### config.mk
export PLATFORM = sky130hd
export DESIGN_NAME = control_sequencer
export DESIGN_NICKNAME = d
export VERILOG_FILES = /design/src/rtl/control_sequencer.sv
export SDC_FILE = /design/constraint.sdc
export NUM_CORES = 1
export LEC_CHECK = 0
export ABC_CLOCK_PERIOD_IN_PS = 2600
export CAP_MARGIN = 20
export CORE_UTILIZATION = 37
export CTS_CLUSTER_DIAMETER = 120
export CTS_CLUSTER_SIZE = 20
export DETAILED_ROUTE_END_ITERATION = 7
export PLACE_DENSITY_LB_ADDON = 0.12
export SYNTH_ARGS = -nofsm -noshare
export SYNTH_HDL_FRONTEND = slang
export SYNTH_SLANG_ARGS = --single-unit
### constraint.sdc
create_clock -name clk -period 2.6 [get_ports clk]
set_clock_uncertainty 0.1 [all_clocks]
set_input_delay 0.52 -clock clk [delete_from_list [all_inputs] [get_ports clk]]
set_output_delay 0.52 -clock clk [all_outputs]
set_load 0.005 [all_outputs]
### src/rtl/control_sequencer.sv
// Microcode control sequencer for the 8-bit computer.
// Decodes opcode and T-state into the bus control word, keeps the ZERO/CARRY
// flags for conditional jumps and holds the machine once HLT executes.
module control_sequencer #(
  parameter bit EARLY_END = 1'b0
) (
  input  logic       clk,
  input  logic       rst_n,
  input  logic [7:0] instr,
  input  logic       zero_in,
  input  logic       carry_in,
  output logic [2:0] step,
  output logic       flag_z,
  output logic       flag_c,
  output logic       hlt,
  output logic       mi,
  output logic       ri,
  output logic       ro,
  output logic       io,
  output logic       ii,
  output logic       ai,
  output logic       ao,
  output logic       eo,
  output logic       su,
  output logic       bi,
  output logic       oi,
  output logic       ce,
  output logic       co,
  output logic       j,
  output logic       fi
);

  typedef enum logic [2:0] {
    T0 = 3'd0,
    T1 = 3'd1,
    T2 = 3'd2,
    T3 = 3'd3,
    T4 = 3'd4
  } step_e;

  typedef enum logic [3:0] {
    OP_NOP = 4'h0,
    OP_LDA = 4'h1,
    OP_ADD = 4'h2,
    OP_SUB = 4'h3,
    OP_STA = 4'h4,
    OP_LDI = 4'h5,
    OP_JMP = 4'h6,
    OP_JC  = 4'h7,
    OP_JZ  = 4'h8,
    OP_OUT = 4'hE,
    OP_HLT = 4'hF
  } opcode_e;

  typedef struct packed {
    logic hlt;
    logic mi;
    logic ri;
    logic ro;
    logic io;
    logic ii;
    logic ai;
    logic ao;
    logic eo;
    logic su;
    logic bi;
    logic oi;
    logic ce;
    logic co;
    logic j;
    logic fi;
  } ctrl_t;

  step_e   step_q, step_d;
  logic    flag_z_q, flag_z_d;
  logic    flag_c_q, flag_c_d;
  logic    halted_q, halted_d;
  opcode_e op;
  step_e   last_step;
  ctrl_t   ctrl;
  ctrl_t   ctrl_out;
  logic    unused_operand;

  assign op             = opcode_e'(instr[7:4]);
  assign unused_operand = ^instr[3:0];

  // Last active T-state of the current opcode, used for early step return.
  always_comb begin
    last_step = T1;
    case (op)
      OP_LDA, OP_STA:                         last_step = T3;
      OP_ADD, OP_SUB:                         last_step = T4;
      OP_LDI, OP_JMP, OP_JC, OP_JZ, OP_OUT,
      OP_HLT:                                 last_step = T2;
      default:                                last_step = T1;
    endcase
  end

  // Control word decode from T-state, opcode, flags and halt state.
  always_comb begin
    ctrl = '0;
    if (halted_q) begin
      ctrl.hlt = 1'b1;
    end else begin
      case (step_q)
        T0: begin
          ctrl.co = 1'b1;
          ctrl.mi = 1'b1;
        end
        T1: begin
          ctrl.ro = 1'b1;
          ctrl.ii = 1'b1;
          ctrl.ce = 1'b1;
        end
        T2: begin
          case (op)
            OP_LDA, OP_ADD, OP_SUB, OP_STA: begin
              ctrl.io = 1'b1;
              ctrl.mi = 1'b1;
            end
            OP_LDI: begin
              ctrl.io = 1'b1;
              ctrl.ai = 1'b1;
            end
            OP_JMP: begin
              ctrl.io = 1'b1;
              ctrl.j  = 1'b1;
            end
            OP_JC: begin
              ctrl.io = flag_c_q;
              ctrl.j  = flag_c_q;
            end
            OP_JZ: begin
              ctrl.io = flag_z_q;
              ctrl.j  = flag_z_q;
            end
            OP_OUT: begin
              ctrl.ao = 1'b1;
              ctrl.oi = 1'b1;
            end
            OP_HLT: ctrl.hlt = 1'b1;
            default: ctrl = '0;
          endcase
        end
        T3: begin
          case (op)
            OP_LDA: begin
              ctrl.ro = 1'b1;
              ctrl.ai = 1'b1;
            end
            OP_ADD, OP_SUB: begin
              ctrl.ro = 1'b1;
              ctrl.bi = 1'b1;
            end
            OP_STA: begin
              ctrl.ao = 1'b1;
              ctrl.ri = 1'b1;
            end
            default: ctrl = '0;
          endcase
        end
        T4: begin
          if (op == OP_ADD || op == OP_SUB) begin
            ctrl.eo = 1'b1;
            ctrl.ai = 1'b1;
            ctrl.fi = 1'b1;
            ctrl.su = (op == OP_SUB);
          end
        end
        default: ctrl = '0;
      endcase
    end
  end

  // Controls are held low for the whole time reset is asserted.
  assign ctrl_out = rst_n ? ctrl : '0;

  // Next step counter, flags and halt state.
  always_comb begin
    step_d   = step_q;
    flag_z_d = flag_z_q;
    flag_c_d = flag_c_q;
    halted_d = halted_q;
    if (!halted_q) begin
      if (ctrl.fi) begin
        flag_z_d = zero_in;
        flag_c_d = carry_in;
      end
      if (ctrl.hlt) begin
        // HLT freezes the counter on T2 from the very edge that halts.
        halted_d = 1'b1;
        step_d   = step_q;
      end else if (EARLY_END && step_q == last_step) begin
        step_d = T0;
      end else begin
        case (step_q)
          T0:      step_d = T1;
          T1:      step_d = T2;
          T2:      step_d = T3;
          T3:      step_d = T4;
          default: step_d = T0;
        endcase
      end
    end
  end

  // Sequencer state registers.
  always_ff @(posedge clk or negedge rst_n) begin
    if (!rst_n) begin
      step_q   <= T0;
      flag_z_q <= 1'b0;
      flag_c_q <= 1'b0;
      halted_q <= 1'b0;
    end else begin
      step_q   <= step_d;
      flag_z_q <= flag_z_d;
      flag_c_q <= flag_c_d;
      halted_q <= halted_d;
    end
  end

  assign step   = step_q;
  assign flag_z = flag_z_q;
  assign flag_c = flag_c_q;
  assign hlt    = ctrl_out.hlt;
  assign mi     = ctrl_out.mi;
  assign ri     = ctrl_out.ri;
  assign ro     = ctrl_out.ro;
  assign io     = ctrl_out.io;
  assign ii     = ctrl_out.ii;
  assign ai     = ctrl_out.ai;
  assign ao     = ctrl_out.ao;
  assign eo     = ctrl_out.eo;
  assign su     = ctrl_out.su;
  assign bi     = ctrl_out.bi;
  assign oi     = ctrl_out.oi;
  assign ce     = ctrl_out.ce;
  assign co     = ctrl_out.co;
  assign j      = ctrl_out.j;
  assign fi     = ctrl_out.fi;

endmodule

# Yosys cells after proc, flatten, opt, wreduce, memory -nomap -nowiden
# Index checks and enable logic that the tools add are counted.
# Widths: inputs -> output; s select.
[classes]
eq_ne = 14
mux = 31
n_bitwise = 2
n_reduce_logical = 8
[op_table]
columns = ["op", "count"]
rows = [
  ["$mux 1", 19],
  ["$eq 4x3->1 const B", 4],
  ["$mux 16", 1],
  ["$mux 15", 1],
  ["$eq 4x4->1 const B", 3],
  ["$pmux 3 s4", 1],
  ["$pmux 1 s3", 3],
  ["$eq 4x2->1 const B", 2],
  ["$eq 3x2->1 const B", 2],
  ["$pmux 1 s2", 3],
  ["$reduce_or 6->1", 1],
  ["$eq 4x1->1 const B", 1],
  ["$mux 2", 2],
  ["$pmux 2 s2", 1],
  ["$reduce_and 2->1", 2],
  ["$reduce_or 4->1", 1],
  ["$eq 3x1->1 const B", 1],
  ["$eq 3x3->1 const B", 1],
  ["$logic_not 3->1", 1],
  ["$reduce_or 3->1", 1],
  ["$not 1->1", 2],
  ["$reduce_or 2->1", 1],
  ["$logic_or 1x1->1", 1],
]
[totals]
register_bits = 6
in_bits = 12
output_inout_bits = 21

# Depth between registers and ports, before layout
# Gate-level depths: netlist of the first run.
[depth]
depth_word = 6
mapped_depth = 5

# Worst setup path after synthesis of the first run
# Ideal clock, no wire load.
[synth_path]
kind = "in2out"
from = "input instr[5]"
to = "output mi"
arrival_time_ns = 1.713
t_required_ns = 1.980
setup_slack_ns = 0.267
stages = 4
n_path_buf = 1
cell_sequence = "clkbuf_2 o21ai_0 or3b_2 a2111oi_0"
[synth_via]
elab_chain_cells = 6
word_cells_on_any_way = 9
classes_between = "eq/ne (4); mux (4); reduce/logical (1)"
[synth_rtl]
columns = ["element", "line", "source"]
rows = [
  ["start, declared", "9", "input logic [7:0] instr,"],
  ["$eq 4x2->1, or another cell as far along", "116", "case (op)"],
  ["$reduce_or 4->1 *", "116", ""],
  ["$mux 1 *", "116", ""],
  ["$pmux 1 s2 *", "105", "case (step_q)"],
  ["$mux 15 *", "102", "if (halted_q) begin"],
  ["$mux 16 *", "176", "assign ctrl_out = rst_n ? ctrl : '0;"],
  ["end, declared", "16", "output logic mi,"],
]
# Every way passes the cells marked *; elsewhere a longest branch is shown, timed or not.

# Final worst setup path of the first run
[layout_path]
from = "register step_q[1], in the netlist step[1]"
to = "output ai"
[layout_via]
elab_chain_cells = 4
word_cells_on_any_way = 6
classes_between = "eq/ne (3); mux (3)"
[layout_rtl]
columns = ["element", "line", "source"]
rows = [
  ["start, declared", "74", "step_e step_q, step_d;"],
  ["start signal, assigned", "215", "step_q <= step_d;"],
  ["$eq 3x3->1 / $eq 3x2->1 (equally long branches)", "105", ""],
  ["$pmux 1 s3 *", "105", ""],
  ["$mux 15 *", "102", ""],
  ["$mux 16 *", "176", ""],
  ["end, declared", "21", "output logic ai,"],
]
# Marks and branches as above.

==> results of run 1 <==
## kinds of logic (layout without fill, tap and decap cells)
group,after synthesis,after routing,share of synthesized area [%]
AO/OA/AOI/OAI,14,14,16.2
AND/OR/NAND/NOR,36,36,39.4
flip-flops,6,6,25.5
buffers and inverters,13,56,11.7
XOR/XNOR,1,1,1.49
multiplexers,3,3,5.74
## through the flow
stage	instance area, µm²	power [mW]	hold WS [ns]	utilization (%)
global route	1060	0.830	0.515	71.5
CTS	1030	0.755	0.485	68.9
floorplan	588	0.408	0.124	-
finish	1060	0.772	0.482	71.5
global placement	970	0.622	0.459	65.1
detailed placement	970	0.629	0.470	65.1
## Yosys cell counts
cell type	count	share of area, %
nand3_1	2	1.7
nor3_1	4	3.4
buf_6	1	1.9
buf_4	3	3.8
nand4bb_1	1	1.9
o2111ai_1	1	1.5
nor4_1	1	1.1
o21a_1	1	1.3
a31oi_1	1	1.1
nand3b_1	2	2.6
dfrtp_1	6	26
or3b_2	1	1.5
and3_1	1	1.1
nand4_1	2	2.1
inv_1	4	2.6
a2111oi_0	1	1.5
nand2b_1	3	3.2
mux2_2	3	5.7
o21ai_0	4	3.4
a221oi_2	1	2.6
a21oi_1	4	3.4
or4_4	1	1.9
xor2_1	1	1.5
nor4b_1	2	3.0
clkbuf_2	1	0.85
nand2_1	4	2.6
nor4b_2	1	2.6
nor2_1	5	3.2
nor2b_1	3	3.2
or3b_4	1	1.9
a22o_1	1	1.5
nor3b_1	2	2.6
clkbuf_1	4	2.6
## final timing paths
path | start | endpoint | slack [ns] | depth (start not counted)
setup / recovery | step[1] | ai | 0.03 | 5
hold / removal | flag_c | flag_c | 0.48 | 1
setup reg to reg | step[1] | flag_c | 0.72 | 4
hold reg to reg | flag_c | flag_c | 0.48 | 1
max in group asynchronous | rst_n | step[2] | 1.77 | 2
min in group asynchronous | rst_n | halted_q | 0.51 | 2
## what timing repair did
item / CTS / global route
resized for setup: 39 / 8
pin swaps: 4 / 2
setup endpoints to repair: 16 / 7
setup buffers: 2 / 1
## worst max-delay path, delay by kind of cell (launching register included)
kind	cells	cell delay [ns]
and+or+nand+nor	2	0.83
DFF	1	0.37
buffers and inverters	2	0.29
AOI/OAI and AO/OA	1	0.20
## routing by layer
metal	up-vias	share of wire [%]	GRT usage, %
met1	335	40	26.4
met5	-	0	0
met2	23	52	39.7
met3	4	6.1	6.96
li1	349	-	-
met4	0	1.7	9.68
## registers in the layout (all words and copies together), names as in the netlist
signal and flops:
flag_z 1, halted_q 1, flag_c 1, step 3
## power groups by stage
stage          logic [mW]  registers [mW]  clock network, mW
2_1_floorplan       0.228           0.180                  0
3_3_place_gp        0.443           0.179                  0
3_5_place_dp        0.448           0.180                  0
4_1_cts             0.474           0.183             0.0973
5_1_grt             0.537           0.192              0.102
6_report            0.496           0.183             0.0927
## final cells by class
| cell class | count | share of cell area (%) |
|---|---|---|
| Clock buffer | 3 | 2.12 |
| Sequential cell | 6 | 14.1 |
| Inverter | 4 | 1.41 |
| Tap cell | 16 | 1.88 |
| Multi-Input combinational cell | 54 | 41.7 |
| Timing Repair Buffer | 49 | 38.8 |
==> impl_metrics.py, run 1 <==
metrics = {
    "cells_and_area": {
        "antennaDiodeCount": 0,
        "regArea_um2": 150,
        "layout.nets": 130,
        "layoutNonFillerInstCount": 132,
        "final_common_cell": "buf_4",
        "area_delta_synth_final_pct": 81.1,
        "fillers": 131,
        "multi_input_area_um2": 444,
        "mostFrequentLayoutCells": "buf_4 (19), dlygate4sd2_1 (14), clkdlybuf4s50_1 (8)",
        "final_layout_size_suffix_gt1_share_pct": 37.1,
    },
    "routing": {
        "drtPass1Iterations": 4,
        "drt-initial-drc-count": 22,
        "viasPerCell": 5.39,
        "wl_mm": 1.85,
        "final_antenna_net_count": 0,
        "vias": 711,
        "drt-wirelength-per-cell_um": 14.0,
        "drc": 0,
    },
    "flow_run": {
        "cap_violations": 0,
    },
    "logic_synthesis": {
        "syn_avg_cell_area_um2": 8.06,
        "syn_nets": 85,
        "syn_inst": 73,
        "ys_ff_latch": 6,
        "ys_warn_count": 0,
        "yosysUniqueCellTypes": 33,
        "ys_seq_area_share_pct": 25.5,
        "synth_area_um2": 588,
    },
    "worst_setup_path": {
        "critPathMaxFanout": 2,
        "crit_chain": "or3b_4 > or4_4 > buf_6 > a221oi_4 > buf_2",
        "slowest_delay_ns": 0.43,
        "crit_path_top_delay_cell": "or4_4",
        "crit_type": "register to primary output",
        "end_kind": "primary output",
        "critPathLaunchType": "register",
        "cp.arrival_ns": 1.95,
        "required_ns": 1.98,
    },
    "timing": {
        "fmax_ghz": 0.390,
        "drv_slew": 0,
        "fin_tns_setup_ns": 0,
        "fin_crit_sh_pct": 98.7,
        "tightest_slew_ns": 0.345,
        "setup_violations": 0,
        "relSlewSlack_pct": 77.0,
        "setup_slack_ns": 0.0340,
        "hold_violations": 0,
        "rsz0062_at_grt": "yes",
        "period_minus_slack_ns": 2.57,
    },
    "placement": {
        "dpl.hpwl_mm": 1.28,
        "pre_cts_ws_ns": -0.615,
        "gp_congestion": 0.808,
        "portBuffers": 28,
        "placedCellCount": 126,
    },
    "grt": {
        "grt-ovfl-total": 0,
        "grt_pass1_vias": 682,
        "grt_max_degree": 13,
        "grt_usage_pct": 23.1,
        "grt_pass1_wl_mm": 3.03,
        "grt_antenna_before_repair": 0,
    },
    "clock_network": {
        "insertion_delay_ns": 0.26,
        "cts_tree": "done",
        "htreeDepth": 1,
        "cts_num_sinks": 6,
        "clockBufferDepth": 2,
        "cts_root_buf": "clkbuf_4",
        "cts-buffers-inserted": 3,
        "clk_pin_slew_ns": 0.05,
        "cts_hold_buf": 0,
    },
    "pwr": {
        "power.leakage_nw": 0.521,
        "power_frac_comb_pct": 64.3,
        "switchingPower_mw": 0.308,
        "clock_power_share_pct": 12.0,
        "ir_drop_mv": 0.639,
        "sw_frac_of_total_pct": 39.9,
        "seq_power_share_pct": 23.7,
        "intPower_mw": 0.464,
        "cellPowerDensity_nw_per_um2": 725,
    },
    "floorplan": {
        "core_area_um2": 1490,
        "die_area_um2": 1750,
        "die_h_um": 41.9,
        "initial_core_util_pct": 39.5,
        "num_rows": 14,
        "die_w_um": 41.9,
        "io-pin-count": 33,
    },
    "hold_path": {
        "hold_path_class": "register to register",
    },
    "run_status": {
        "outcome": "finished, final reports clean",
    },
}
Note: power is estimated with default switching activity, not from simulation.
==> inputs of run 2 (changes only) <==
--- a/config.mk
+++ b/config.mk
@@ -5,6 +5,7 @@
 export SDC_FILE = /design/constraint.sdc
 export NUM_CORES = 1
 export LEC_CHECK = 0
+export ABC_AREA = 1
 export ABC_CLOCK_PERIOD_IN_PS = 2600
 export CAP_MARGIN = 20
 export CORE_UTILIZATION = 37
==> run 2 against run 1 <==
  * Worst setup slack improved by 0.089 ns
  * Non-clock buffer count fell by 11
  * Sequential cell count did not move
  * Critical path depth rose by 3
==> impl_metrics.py, run 2 <==
metrics = {
    "floorplan": {
        "die_w_um": 42.1,
        "initial_core_util_pct": 39.5,
        "num_rows": 14,
        "die_h_um": 42.1,
        "die_area_um2": 1770,
        "io-pin-count": 33,
        "core_area_um2": 1510,
    },
    "timing": {
        "tightest_slew_ns": 0.267,
        "period_minus_slack_ns": 2.48,
        "fin_crit_sh_pct": 95.3,
        "drv_slew": 0,
        "relSlewSlack_pct": 82.1,
        "rsz0062_at_grt": "no",
        "fmax_ghz": 0.404,
        "setup_violations": 0,
        "hold_violations": 0,
        "fin_tns_setup_ns": 0,
    },
    "cells_and_area": {
        "fin_area_um2": 981,
        "postLayoutCoreUtil_pct": 65.1,
        "largest_reg_flops": 3,
        "final_layout_size_suffix_gt1_share_pct": 23.2,
        "final_common_cell": "nand2_1",
        "layout.nets": 156,
        "area_delta_synth_final_pct": 65.1,
        "antennaDiodeCount": 0,
        "mostFrequentLayoutCells": "nand2_1 (26), inv_1 (15), clkdlybuf4s50_1 (15)",
        "fillers": 148,
        "layoutNonFillerInstCount": 158,
    },
    "clock_network": {
        "clockBufferDepth": 2,
        "cts_root_buf": "clkbuf_4",
        "clk_pin_slew_ns": 0.04,
        "htreeDepth": 1,
        "cts_tree": "done",
        "cts_num_sinks": 6,
        "cts-buffers-inserted": 3,
        "insertion_delay_ns": 0.24,
    },
    "worst_setup_path": {
        "crit_family": "buffers and inverters",
        "critPathLaunchType": "input pin",
        "path_buf_inv": 4,
        "end_kind": "primary output",
        "slowest_delay_ns": 0.48,
        "crit_chain": "dlygate4sd2_1 > inv_1 > nor2_2 > nand2_1 > nand3_1 > nand2_1 > inv_1 > clkdlybuf4s50_1",
        "crit_type": "input pin to primary output",
        "required_ns": 1.98,
        "critPathMaxFanout": 5,
        "cp.arrival_ns": 1.86,
        "crit_path_top_delay_cell": "clkdlybuf4s50_1",
    },
    "flow_run": {
        "cap_violations": 0,
    },
    "logic_synthesis": {
        "yosys-top-cells-area": "dfrtp_1 (25%), nand2_1 (18%), inv_1 (11%), nand3_1 (11%), nor2_1 (11%)",
        "yosysUniqueCellTypes": 18,
        "synth-adder-area-share_pct": 0,
        "synth_top_area_share_pct": 25.3,
        "ys_warn_count": 0,
        "synth_common_cells": "nand2_1 (28), inv_1 (18), nor2_1 (17)",
        "synth_xor_area_share_pct": 0,
        "syn_inst": 103,
        "synth_edf_count": 0,
        "synth_compound_area_share_pct": 8.21,
        "synthSimpleGateAreaFrac_pct": 50.7,
        "syn_avg_cell_area_um2": 5.77,
        "ys_seq_area_share_pct": 25.3,
        "synth_top_family_by_area": "simple AND/OR/NAND/NOR gates",
        "yosysMostFrequentCell": "nand2_1",
        "synth_area_um2": 594,
        "muxShareOfSynthArea_pct": 0,
        "synth_area_leader_cell": "dfrtp_1",
        "synthFlopType": "dfrtp_1",
        "async_flop_share_pct": 100,
        "syn_nets": 115,
        "ys_ff_latch": 6,
    },
    "routing": {
        "viasPerCell": 4.75,
        "drt-wirelength-per-cell_um": 9.78,
        "met3WireLength_um": 60,
        "drtPass1Iterations": 4,
        "drc": 0,
        "wl_mm": 1.55,
        "final_antenna_net_count": 0,
        "met2WireLength_um": 780,
        "top_signal_layer_used": "met4",
        "vias": 751,
        "drt-initial-drc-count": 15,
        "wl_met1_um": 690,
    },
    "pwr": {
        "intPower_mw": 0.164,
        "seq_power_share_pct": 43.9,
        "switchingPower_mw": 0.0497,
        "cellPowerDensity_nw_per_um2": 218,
        "sw_frac_of_total_pct": 23.2,
        "power_frac_comb_pct": 18.6,
        "clock_power_share_pct": 37.5,
        "power.leakage_nw": 0.537,
        "ir_drop_mv": 0.241,
    },
    "placement": {
        "placedCellCount": 154,
        "dpl.hpwl_mm": 1.25,
        "dpl_cell_area_um2": 947,
        "portBuffers": 28,
        "gp_congestion": 0.866,
    },
    "grt": {
        "grt_pass1_wl_mm": 2.74,
        "grt-ovfl-total": 0,
        "grt_usage_pct": 20.0,
        "grt_antenna_before_repair": 0,
        "grt_max_degree": 9,
        "grt_pass1_vias": 709,
    },
    "run_status": {
        "outcome": "finished, final reports clean",
    },
    "hold_path": {
        "hold_path_class": "input pin to asynchronous set/reset pin",
    },
}
[run 2: cells by family (layout without fill, tap and decap cells)]
kind of cell / count (synthesis) / in the layout
buf+inv: 23 / 62
compound gates: 8 / 8
simple gates: 66 / 66
flops: 6 / 6
[run 2: cell type report]
| cell class | instances | area, µm² | area share, % |
|---|---|---|---|
| multi-input cells | 74 | 370 | 37.8 |
| flip-flops and latches | 6 | 150 | 15.3 |
| clock buffers | 3 | 22.5 | 2.30 |
| inverters | 21 | 78.8 | 8.04 |
| well taps | 16 | 20.0 | 2.04 |
| repair buffers | 38 | 339 | 34.6 |
[run 2: timing repair]
item,in CTS,in global routing
gates resized for setup,24,0
buffers inserted,1,0
hold buffers,0,0
setup endpoints to repair,15,0
[run 2: path summary, 6_finish.rpt]
| path | from | to | slack, ns | cells past startpoint |
|---|---|---|---|---|
| worst max-delay path | instr[5] | ai | 0.12 | 8 |
| worst min-delay path | rst_n | halted_q | 0.25 | 2 |
| worst max register to register | step[2] | step[2] | 1.28 | 7 |
| worst min register to register | flag_c | flag_c | 0.43 | 2 |
| max in group asynchronous | rst_n | step[1] | 2.03 | 2 |
| min in group clk | flag_c | flag_c | 0.43 | 2 |
[run 2: stage by stage]
stage	hold WS [ns]	setup WS [ns]	total power [mW]
after floorplan	0.124	0.858	0.109
after global placement	0.417	-0.170	0.134
after detailed placement	0.428	-0.251	0.135
after CTS	0.243	0.125	0.218
after global routing	0.254	0.0102	0.230
final	0.254	0.123	0.214
[run 2: power by group through the flow]
stage	registers [mW]	clock network (mW)	logic [mW]
floorplan	0.0951	0	0.0143
global route	0.0936	0.0921	0.0448
finish	0.0938	0.0801	0.0397
detailed placement	0.0951	0	0.0401
global placement	0.0951	0	0.0394
CTS	0.0938	0.0842	0.0397
[run 2: metal layers]
layer	track usage (%)	up-vias
met3	2.59	2
met2	35.6	21
met5	0	-
li1	-	393
met4	9.38	0
met1	23.7	335
==> inputs of run 3 (changes only) <==
--- a/config.mk
+++ b/config.mk
@@ -8,6 +8,7 @@
 export ABC_AREA = 1
 export ABC_CLOCK_PERIOD_IN_PS = 2600
 export CAP_MARGIN = 20
+export CORE_MARGIN = 4
 export CORE_UTILIZATION = 37
 export CTS_CLUSTER_DIAMETER = 120
 export CTS_CLUSTER_SIZE = 20
==> run 3 against run 2 <==
  * Critical endpoint is now io
  * First-iteration DRC count up 27%
  * Critical path depth shrank 1
  * Worst setup slack improved by 0.015 ns
  * Non-clock buffer count did not move
  * Sequential power hardly changed
  * Sequential share of layout area shrank 0.058 points
  * Global-route usage decreased by 4.3 points
  * Maximum frequency increased by 0.60%
  * Die area grew 31%
  * Combinational power fell by 1%
==> impl_metrics.py, run 3 (synthesized netlist as in run 2, its figures left out) <==
metrics = {
    "cells_and_area": {
        "fillers": 165,
        "postLayoutCoreUtil_pct": 65.4,
        "final_layout_size_suffix_gt1_share_pct": 21.8,
        "antennaDiodeCount": 0,
        "largest_reg_flops": 3,
        "final_common_cell": "nand2_1",
        "area_delta_synth_final_pct": 65.7,
        "layout.nets": 156,
        "mostFrequentLayoutCells": "nand2_1 (26), clkdlybuf4s50_1 (22), inv_1 (15), nor2_1 (15), nand3_1 (13)",
    },
    "floorplan": {
        "die_w_um": 48.1,
        "die_area_um2": 2310,
        "io-pin-count": 33,
        "core_area_um2": 1510,
        "num_rows": 14,
        "initial_core_util_pct": 39.5,
        "die_h_um": 48.1,
    },
    "pwr": {
        "cellPowerDensity_nw_per_um2": 218,
        "p_total_mw": 0.215,
        "power.leakage_nw": 0.503,
        "ir_drop_mv": 0.203,
    },
    "timing": {
        "rsz0062_at_grt": "no",
        "fin_crit_sh_pct": 94.7,
        "relSlewSlack_pct": 83.0,
        "drv_slew": 0,
        "fmax_ghz": 0.406,
        "hold_violations": 0,
        "setup_violations": 0,
        "tightest_slew_ns": 0.253,
        "period_minus_slack_ns": 2.46,
        "hold_ws_ns": 0.232,
        "setup_slack_ns": 0.138,
    },
    "flow_run": {
        "cap_violations": 0,
    },
    "placement": {
        "portBuffers": 28,
        "gp_congestion": 0.853,
        "dpl.hpwl_mm": 1.32,
        "pre_cts_ws_ns": -0.167,
    },
    "clock_network": {
        "clk_pin_slew_ns": 0.04,
        "cts-buffers-inserted": 3,
        "cts_tree": "done",
        "cts_num_sinks": 6,
        "cts_root_buf": "clkbuf_4",
        "clockBufferDepth": 2,
        "cts_hold_buf": 0,
        "insertion_delay_ns": 0.24,
        "htreeDepth": 1,
    },
    "run_status": {
        "outcome": "finished, final reports clean",
    },
    "routing": {
        "drt-initial-drc-count": 19,
        "viasPerCell": 4.80,
        "drtPass1Iterations": 4,
        "drc": 0,
        "drt-wirelength-per-cell_um": 10.1,
        "final_antenna_net_count": 0,
        "wl_mm": 1.60,
        "vias": 759,
    },
    "worst_setup_path": {
        "critPathMaxFanout": 5,
        "cpMostUsedCell": "nor2_1",
        "end_kind": "primary output",
        "required_ns": 1.98,
        "path_buf_inv": 2,
        "crit_path_top_delay_cell": "clkdlybuf4s50_1",
        "crit_type": "input pin to primary output",
        "crit_chain": "dlygate4sd2_1 > nor2_1 > o21ai_1 > o21ai_0 > nor2_1 > nor2_1 > clkdlybuf4s50_1",
        "critPathLaunchType": "input pin",
        "crit_family": "buffers and inverters",
        "cp.arrival_ns": 1.84,
        "slowest_delay_ns": 0.50,
    },
    "grt": {
        "grt-ovfl-total": 0,
        "grt_pass1_wl_mm": 2.56,
        "grt_antenna_before_repair": 0,
        "grt_max_degree": 9,
        "grt_pass1_vias": 678,
        "grt_usage_pct": 15.7,
    },
    "hold_path": {
        "hold_path_class": "input pin to asynchronous set/reset pin",
    },
}
## run 3: cell count changes in the layout (fill, tap and decap cells not counted)
cell             previous run  this run
nor2_1                     13        15
dlygate4sd2_1              13         6
clkdlybuf4s50_1            15        22
nor2_2                      5         3
## run 3: where the power goes
part	leakage (nW)	internal [mW]	switching [mW]
Combinational	0.410	0.0188	0.0205
Sequential	0.0786	0.0938	0
Clock	0.0138	0.0520	0.0298
Total	0.503	0.165	0.0503
## run 3: path summary, 6_finish.rpt
kind,from,endpoint,slack [ns],depth (start not counted)
min in group clk,flag_c,flag_c,0.43,2
setup reg to reg,step[2],step[0],1.28,8
max in group asynchronous,rst_n,flag_z,2.05,2
hold reg to reg,flag_c,flag_c,0.43,2
setup / recovery,instr[6],io,0.14,7
hold / removal,rst_n,step[0],0.23,2
## run 3: through the flow
step | instances | cell area (µm²) | TNS (ns)
2_1_floorplan | 103 | 594 | 0
3_3_place_gp | 154 | 947 | -1.29
4_1_cts | 158 | 985 | 0
3_5_place_dp | 154 | 947 | -1.33
6_report | 158 | 985 | 0
5_1_grt | 158 | 985 | 0
## run 3: layout make-up
| cell class | count | area [µm²] | area share (%) |
|---|---|---|---|
| multi-input cells | 74 | 365 | 37.1 |
| inverters | 21 | 78.8 | 8.01 |
| clock buffers | 3 | 22.5 | 2.29 |
| well taps | 16 | 20.0 | 2.03 |
| flip-flops and latches | 6 | 150 | 15.2 |
| repair buffers | 38 | 348 | 35.3 |
## run 3: timing repair
action / 4_1_cts / 5_1_grt
setup endpoints to repair: 14 / 0
gates resized for setup: 15 / 0
buffers inserted: 1 / 0
## run 3: routing by layer
layer / routed length (µm) / part of all wire, % / track usage, %
met5: 0 / 0 / 0
met1: 659 / 41 / 18.2
met4: 20 / 1.3 / 10.2
met3: 140 / 8.8 / 1.88
met2: 778 / 49 / 26.9
